$ cat config.mk
export PLATFORM = sky130hd
export DESIGN_NAME = ctrl_sequencer_flat
export DESIGN_NICKNAME = d
export VERILOG_FILES = /design/src/rtl/ctrl_sequencer_if.sv /design/src/rtl/ctrl_sequencer.sv /design/src/flat_wrapper.sv
export SDC_FILE = /design/constraint.sdc
export NUM_CORES = 1
export LEC_CHECK = 0
export ABC_AREA = 1
export CAP_MARGIN = 20
export CORE_MARGIN = 10
export CORE_UTILIZATION = 47
export DETAILED_ROUTE_END_ITERATION = 8
export GPL_TIMING_DRIVEN = 1
export PLACE_DENSITY = 0.82
export SYNTH_ARGS = -nofsm -noshare
export SYNTH_HDL_FRONTEND = slang
export SYNTH_SLANG_ARGS = --single-unit
$ cat constraint.sdc
create_clock -name clk -period 4.35 [get_ports clk]
set_input_delay 1.0875 -clock clk [delete_from_list [all_inputs] [get_ports clk]]
set_output_delay 1.0875 -clock clk [all_outputs]
set_load 0.02 [all_outputs]
$ cat src/rtl/ctrl_sequencer_if.sv
// rtl/ctrl_sequencer_if.sv - control/status bundle between a sequencer and its host
interface ctrl_sequencer_if #(
    parameter int STEPS = 4,
    parameter int CW    = 2,
    parameter int SW    = 4
);
    logic                  start;
    logic                  mode;
    logic                  hold;
    logic                  abort;
    logic [STEPS*CW-1:0]   ctrl_table;
    logic [CW-1:0]         ctrl_out;
    logic [SW-1:0]         step;
    logic                  busy;
    logic                  done;

    // Host side: issues commands and the control table, observes progress
    modport master (
        output start, mode, hold, abort, ctrl_table,
        input  ctrl_out, step, busy, done
    );

    // Sequencer side
    modport slave (
        input  start, mode, hold, abort, ctrl_table,
        output ctrl_out, step, busy, done
    );
endinterface

$ cat src/rtl/ctrl_sequencer.sv
// rtl/ctrl_sequencer.sv - step sequencer emitting one table-driven control word per cycle
module ctrl_sequencer #(
    parameter int STEPS = 4,
    parameter int CW    = 2,
    parameter int SW    = 4
) (
    input  logic             clk,
    input  logic             rst,
    ctrl_sequencer_if.slave  bus
);
    typedef enum logic [1:0] {
        S_IDLE = 2'd0,
        S_RUN  = 2'd1,
        S_DONE = 2'd2
    } state_t;

    localparam logic [SW:0]   STEPS_W  = (SW+1)'(STEPS);
    localparam logic [SW-1:0] LAST_IDX = SW'(STEPS-1);

    state_t         state_q;
    logic [SW-1:0]  step_q;
    logic [CW-1:0]  ctrl_q;
    logic           busy_q;
    logic           done_q;

    logic [SW-1:0]  first_idx_d;
    logic [CW-1:0]  first_word_d;
    logic [CW-1:0]  next_word_d;

    // Table lookup that only ever touches entries 0..STEPS-1; anything else reads as zero
    function automatic logic [CW-1:0] pick(input logic [STEPS*CW-1:0] tbl,
                                           input logic [SW-1:0]       idx);
        logic [CW-1:0] w;
        w = '0;
        for (int i = 0; i < STEPS; i++) begin
            if (idx == SW'(i)) begin
                w = tbl[i*CW +: CW];
            end
        end
        return w;
    endfunction

    // Control words for the entry step and for the step after the current one
    always_comb begin
        first_idx_d  = bus.mode ? SW'(1) : '0;
        first_word_d = pick(bus.ctrl_table, first_idx_d);
        next_word_d  = pick(bus.ctrl_table, step_q + SW'(1));
    end

    // Sequencer FSM with registered Moore outputs; any illegal state/step falls back to IDLE
    always_ff @(posedge clk or posedge rst) begin
        if (rst) begin
            state_q <= S_IDLE;
            step_q  <= '0;
            ctrl_q  <= '0;
            busy_q  <= 1'b0;
            done_q  <= 1'b0;
        end else begin
            case (state_q)
                S_IDLE: begin
                    if (bus.start) begin
                        state_q <= S_RUN;
                        step_q  <= first_idx_d;
                        ctrl_q  <= first_word_d;
                        busy_q  <= 1'b1;
                        done_q  <= 1'b0;
                    end else begin
                        state_q <= S_IDLE;
                        step_q  <= '0;
                        ctrl_q  <= '0;
                        busy_q  <= 1'b0;
                        done_q  <= 1'b0;
                    end
                end
                S_RUN: begin
                    if (({1'b0, step_q} >= STEPS_W) || bus.abort) begin
                        state_q <= S_IDLE;
                        step_q  <= '0;
                        ctrl_q  <= '0;
                        busy_q  <= 1'b0;
                        done_q  <= 1'b0;
                    end else if (bus.hold) begin
                        state_q <= S_RUN;
                    end else if (step_q == LAST_IDX) begin
                        state_q <= S_DONE;
                        step_q  <= '0;
                        ctrl_q  <= '0;
                        busy_q  <= 1'b0;
                        done_q  <= 1'b1;
                    end else begin
                        state_q <= S_RUN;
                        step_q  <= step_q + SW'(1);
                        ctrl_q  <= next_word_d;
                        busy_q  <= 1'b1;
                        done_q  <= 1'b0;
                    end
                end
                S_DONE: begin
                    state_q <= S_IDLE;
                    step_q  <= '0;
                    ctrl_q  <= '0;
                    busy_q  <= 1'b0;
                    done_q  <= 1'b0;
                end
                default: begin
                    state_q <= S_IDLE;
                    step_q  <= '0;
                    ctrl_q  <= '0;
                    busy_q  <= 1'b0;
                    done_q  <= 1'b0;
                end
            endcase
        end
    end

    assign bus.ctrl_out = ctrl_q;
    assign bus.step     = step_q;
    assign bus.busy     = busy_q;
    assign bus.done     = done_q;
endmodule

$ cat src/flat_wrapper.sv
// flat-port wrapper written by rule: the top's interface ports become plain ports
module ctrl_sequencer_flat 
#(
    parameter int STEPS = 4,
    parameter int CW    = 2,
    parameter int SW    = 4
)
  (clk, rst, bus_start, bus_mode, bus_hold, bus_abort, bus_ctrl_table, bus_ctrl_out, bus_step, bus_busy, bus_done);
  ctrl_sequencer_if #(.STEPS(STEPS), .CW(CW), .SW(SW)) bus_i ();
  input  logic clk;
  input  logic rst;
  input wire logic [$bits(bus_i.start)-1:0] bus_start;
  input wire logic [$bits(bus_i.mode)-1:0] bus_mode;
  input wire logic [$bits(bus_i.hold)-1:0] bus_hold;
  input wire logic [$bits(bus_i.abort)-1:0] bus_abort;
  input wire logic [$bits(bus_i.ctrl_table)-1:0] bus_ctrl_table;
  output wire logic [$bits(bus_i.ctrl_out)-1:0] bus_ctrl_out;
  output wire logic [$bits(bus_i.step)-1:0] bus_step;
  output wire logic [$bits(bus_i.busy)-1:0] bus_busy;
  output wire logic [$bits(bus_i.done)-1:0] bus_done;
  assign bus_i.start = bus_start;
  assign bus_i.mode = bus_mode;
  assign bus_i.hold = bus_hold;
  assign bus_i.abort = bus_abort;
  assign bus_i.ctrl_table = bus_ctrl_table;
  assign bus_ctrl_out = bus_i.ctrl_out;
  assign bus_step = bus_i.step;
  assign bus_busy = bus_i.busy;
  assign bus_done = bus_i.done;
  ctrl_sequencer #(.STEPS(STEPS), .CW(CW), .SW(SW)) u_core (.clk(clk), .rst(rst), .bus(bus_i));
endmodule
**Word level (Yosys, flattened, before mapping)**

Cells that the tools add are included.

- Flip-flop bits (word level): 10
- Input port bits: 14
- Output and inout bits: 8
- Word-level logic and storage cells: 53

- Add/subtract/negate cells: 1
- Order comparisons: 1
- Equal/unequal tests: 9
- Muxes and demuxes: 33
- Reduce and logical (&&, ||, !) cells: 4

Operator list:

| cell | number |
|---|---|
| two-way mux 2 bit | 15 |
| equality test 4 x 2 -> 1 bit, second input constant | 5 |
| two-way mux 4 bit | 4 |
| two-way mux 1 bit | 10 |
| equality test 4 x 1 -> 1 bit, second input constant | 2 |
| logical NOT 4 bit | 2 |
| one-hot mux 2 bit (2 select lines) | 2 |
| one-hot mux 4 bit (2 select lines) | 1 |
| adder 4 x 1 -> 4 bit, second input constant | 1 |
| greater-or-equal comparator 4 x 3 -> 1 bit, second input constant | 1 |
| inequality test 3 x 2 -> 1 bit, second input constant | 1 |
| equality test 2 x 1 -> 1 bit, second input constant | 1 |
| logical NOT 2 bit | 1 |
| one-hot mux 1 bit (2 select lines) | 1 |
| logical OR 1 bit | 1 |

**Longest topological paths before layout**

- Word-level depth: 10
- Depth in mapped cells: 13
- Depth with buffers taken out: 12

**Worst setup path after synthesis**

Ideal clock, no wire load.

- Path type: in2reg
- Start: in bus_abort
- End: reg u_core.busy_q (netlist: u_core.bus.busy)
- Arrival time: 1713 ps
- Required time: 4231 ps
- Setup slack: 2519 ps
- Stages on the path: 5
- Path buffers: 0
- Cell sequence: nor3_2 -> nand2_1 -> nor2_2 -> inv_2 -> o21a_1

- Cells in the longest elaborated chain, start to end: 3

Ends and longest elaborated chain:

| item | RTL line | RTL |
|---|---|---|
| start, declared | flat_wrapper.sv:15 | `input wire logic [$bits(bus_i.abort)-1:0] bus_abort;` |
| logical OR 1 bit (*) | ctrl_sequencer.sv:76 | `if (({1'b0, step_q} >= STEPS_W) \|\| bus.abort) begin` |
| two-way mux 1 bit | ctrl_sequencer.sv:76 |  |
| one-hot mux 1 bit (2 select lines) | ctrl_sequencer.sv:59 | `case (state_q)` |
| end signal, assigned | ctrl_sequencer.sv:56 | `busy_q <= 1'b0;` |
| end signal, assigned | ctrl_sequencer.sv:65 | `busy_q <= 1'b1;` |
| end signal, assigned | ctrl_sequencer.sv:80 | `busy_q <= 1'b0;` |
| end, declared | ctrl_sequencer.sv:23 | `logic busy_q;` |

Mark *: on every way between the ends. The rest lies on a longest branch, timed or not.
A chain may end at the register's enable or synchronous reset.

**Final worst setup path**

- Start: reg u_core.step_q[2] (netlist: u_core.bus.step[2])
- End: out bus_step[2]

RTL lines:

| item | RTL line | RTL |
|---|---|---|
| start, declared | ctrl_sequencer.sv:21 | `logic [SW-1:0] step_q;` |
| start signal, assigned | ctrl_sequencer.sv:63 | `step_q <= first_idx_d;` |
| start signal, assigned | ctrl_sequencer.sv:92 | `step_q <= step_q + SW'(1);` |
| end, declared | flat_wrapper.sv:18 | `output wire logic [$bits(bus_i.step)-1:0] bus_step;` |

No word-level cell between the ends.

==> metrics <==
worst vdd ir=207 uV; Die X=57.7 um; DRT antenna net count=0; # setup viols final=0; vias in the first global route=642; Setup Skew=0.00419 ns; Max Cap Viol=0; biggest cell delay along the critical path=0.68 ns; CTS H-tree depth=1; min Tclk post-route=2.58 ns; initial core utilization=50.6%; port bufs=21; hold path cells=2; I/O pin count=22; synth top area cells=dfrtp_1 (38%), nand2_1 (14%), ha_1 (7.5%); row count=13; latest clock arrival within the worst-skew pair=0.28 ns; Detailed Route WL=1.67 mm; Hold Path End=u_core.bus.ctrl_out[0]; TritonCTS Buffers=3; CP Class=reg2out; R2R depth=11; Leak=0.458 nW; DR WL/cell=12.8 um; nets@finish=135; TritonCTS Sinks=10; Synth Register Bits=10; fmax=0.387 GHz; Syn Area/Cell=7.33 um2; Post-CTS Hold Fix Bufs=0; crit-path max FO=8; Synth Instances=91; post_cts resized=0; CP Capture Type=primary output; Yosys warning count=0; maximum buffer depth of the clock tree=2; crit start category=register; Seq/Total Area, Yosys=37.5%; Top delay family on crit path=buffers and inverters; clock transition at the registers of the reported paths=0.07 ns; via count=652; Crit path buffers/inverters=1; RSZ-0062 raised after global routing=false; n_diodes=0; fin. max-slew vios=0; top cell type's share of synthesized area=37.5%; Final period util=59.4%; worst path required time=3.26 ns; Die ar.=3330 um2; final hold slack=0.484 ns; HP Start=u_core.bus.ctrl_out[0]; Core ar.=1320 um2; CTS tree=built; share of layout cells above drive strength 1=10.3%; Synth Cell Area=667 um2; dpl hpwl=1.37 mm; CP cell instances=clkdlybuf4s50_1; setup slack, reg-to-reg=2.54 ns; via/cell ratio=4.98; first-pass GRT wire length=2.79 mm; Die Y=57.7 um; drt pass-1 iters=4; Hold Path Class=reg2reg; FF-to-FF Start=u_core.bus.step[0]; drt drc=0; total grt overflow=0; cell taking the most area after synthesis=dfrtp_1; root buffer cell=clkbuf_4; Netlist cell types=20; CP max-delay cell=clkdlybuf4s50_1; Worst EP arrival=1.50 ns; final hold viol count=0; outcome=completed; area grow syn2layout=38.6%; initial drt markers=12; largest net degree at the start of global routing=11; total negative slack=0 ns; dpl ws=1.89 ns; Crit Reg-Reg Endpoint=u_core.bus.ctrl_out[1]; initial antenna violation count=0; Final Worst Setup Slack=1.77 ns; Total GRT Usage=10.7%; Power Density=261 nW/um2; Post-CTS Setup Repair Bufs=0; placer congestion estimate=0.826
-- how the worst max path moves through the flow --
stage               depth (start not counted)                     end          startpoint  slack [ns]
floorplan                                   5         u_core.bus.busy           bus_abort        2.52
global placement                           10  u_core.bus.ctrl_out[0]           bus_abort        1.94
detailed placement                         10  u_core.bus.ctrl_out[1]           bus_abort        1.89
CTS                                         1             bus_step[2]  u_core.bus.step[2]        1.76
global route                                1             bus_step[2]  u_core.bus.step[2]        1.71
finish                                      1             bus_step[2]  u_core.bus.step[2]        1.77
-- sequential cells by signal (all words and copies together), names as in the netlist --
signal / cells
u_core.bus.busy: 1
u_core.bus.ctrl_out: 2
u_core.bus.done: 1
u_core.bus.step: 4
u_core.state_q: 2
-- Yosys cell counts --
cell      number
nand2_2        1
nand3_1        5
nor2_1         8
clkinv_1       1
o21ai_1        6
buf_6          1
nor3_2         1
o21a_1         1
or2_1          2
conb_1         1
nor2_2         1
xnor2_2        1
inv_1         11
nand4_1        6
inv_2          3
o21ai_0        2
dfrtp_1       10
nand3_2        1
nand2_1       25
ha_1           4
-- per-stage QoR --
stage / total power [mW] / utilization [%] / cell area [um2] / instances
6_report: 0.241 / 70.2 / 925 / 131
5_1_grt: 0.254 / 70.2 / 925 / 131
4_1_cts: 0.243 / 70.2 / 925 / 131
3_5_place_dp: 0.157 / 67.4 / 888 / 127
3_3_place_gp: 0.156 / 67.4 / 888 / 127
2_1_floorplan: 0.131 / - / 671 / 92
-- worst reg2reg max path, cell delays in order, from the launching register on --
cell and delay, ns:
dfrtp_1 0.45, ha_1 0.32, xnor2_2 0.26, nand2_1 0.09
nor2_1 0.13, inv_2 0.07, o21ai_1 0.13, inv_1 0.06
nand2_1 0.06, nand2_1 0.05, nand2_1 0.05, nand2_1 0.05
-- final cells by class --
class                      count  area [um2]
fill                         127         393
sequential                    10         250
clock buffer                   4        36.3
tap                           15        18.8
multi-input combinational     66         353
timing repair buffer          21         210
inverter                      15        56.3
-- per-layer routing --
metal / GRT usage, % / routed length [um] / vias up / part of all wire, %
li1: - / - / 339 / -
met1: 11.4 / 756 / 281 / 45
met2: 16.1 / 696 / 23 / 42
met3: 5.45 / 164 / 9 / 9.8
met4: 7.05 / 55 / 0 / 3.3
met5: 0 / 0 / - / 0
-- cells by family (layout without fill, tap and decap cells) --
| group | after synthesis | in the layout | synth area share [%] |
|---|---|---|---|
| buffers and inverters | 16 | 40 | 10.1 |
| flip-flops | 10 | 10 | 37.5 |
| AO/OA/AOI/OAI | 9 | 9 | 7.13 |
| XOR/XNOR | 1 | 1 | 2.44 |
| AND/OR/NAND/NOR | 50 | 50 | 34.7 |
| adder cells (fa/ha/maj) | 4 | 4 | 7.50 |
| other | 1 | 2 | 0.562 |
-- cells in the final DEF (no fill, tap or decap), drive strengths merged --
cell type and count:
nand3 6, o21a 1, conb 2, nor3 1, clkinv 1, xnor2 1, dfrtp 10, clkbuf 4
nand2 26, nor2 9, or2 2, o21ai 8, clkdlybuf4s50 21, ha 4, nand4 6, inv 14
-- power breakdown --
part           total, mW  internal, mW  switching [mW]
Sequential         0.104        0.0981         0.00560
Combinational     0.0515        0.0259          0.0256
Clock             0.0860        0.0510          0.0350
No activity file was read; power rests on OpenSTA's default activity.
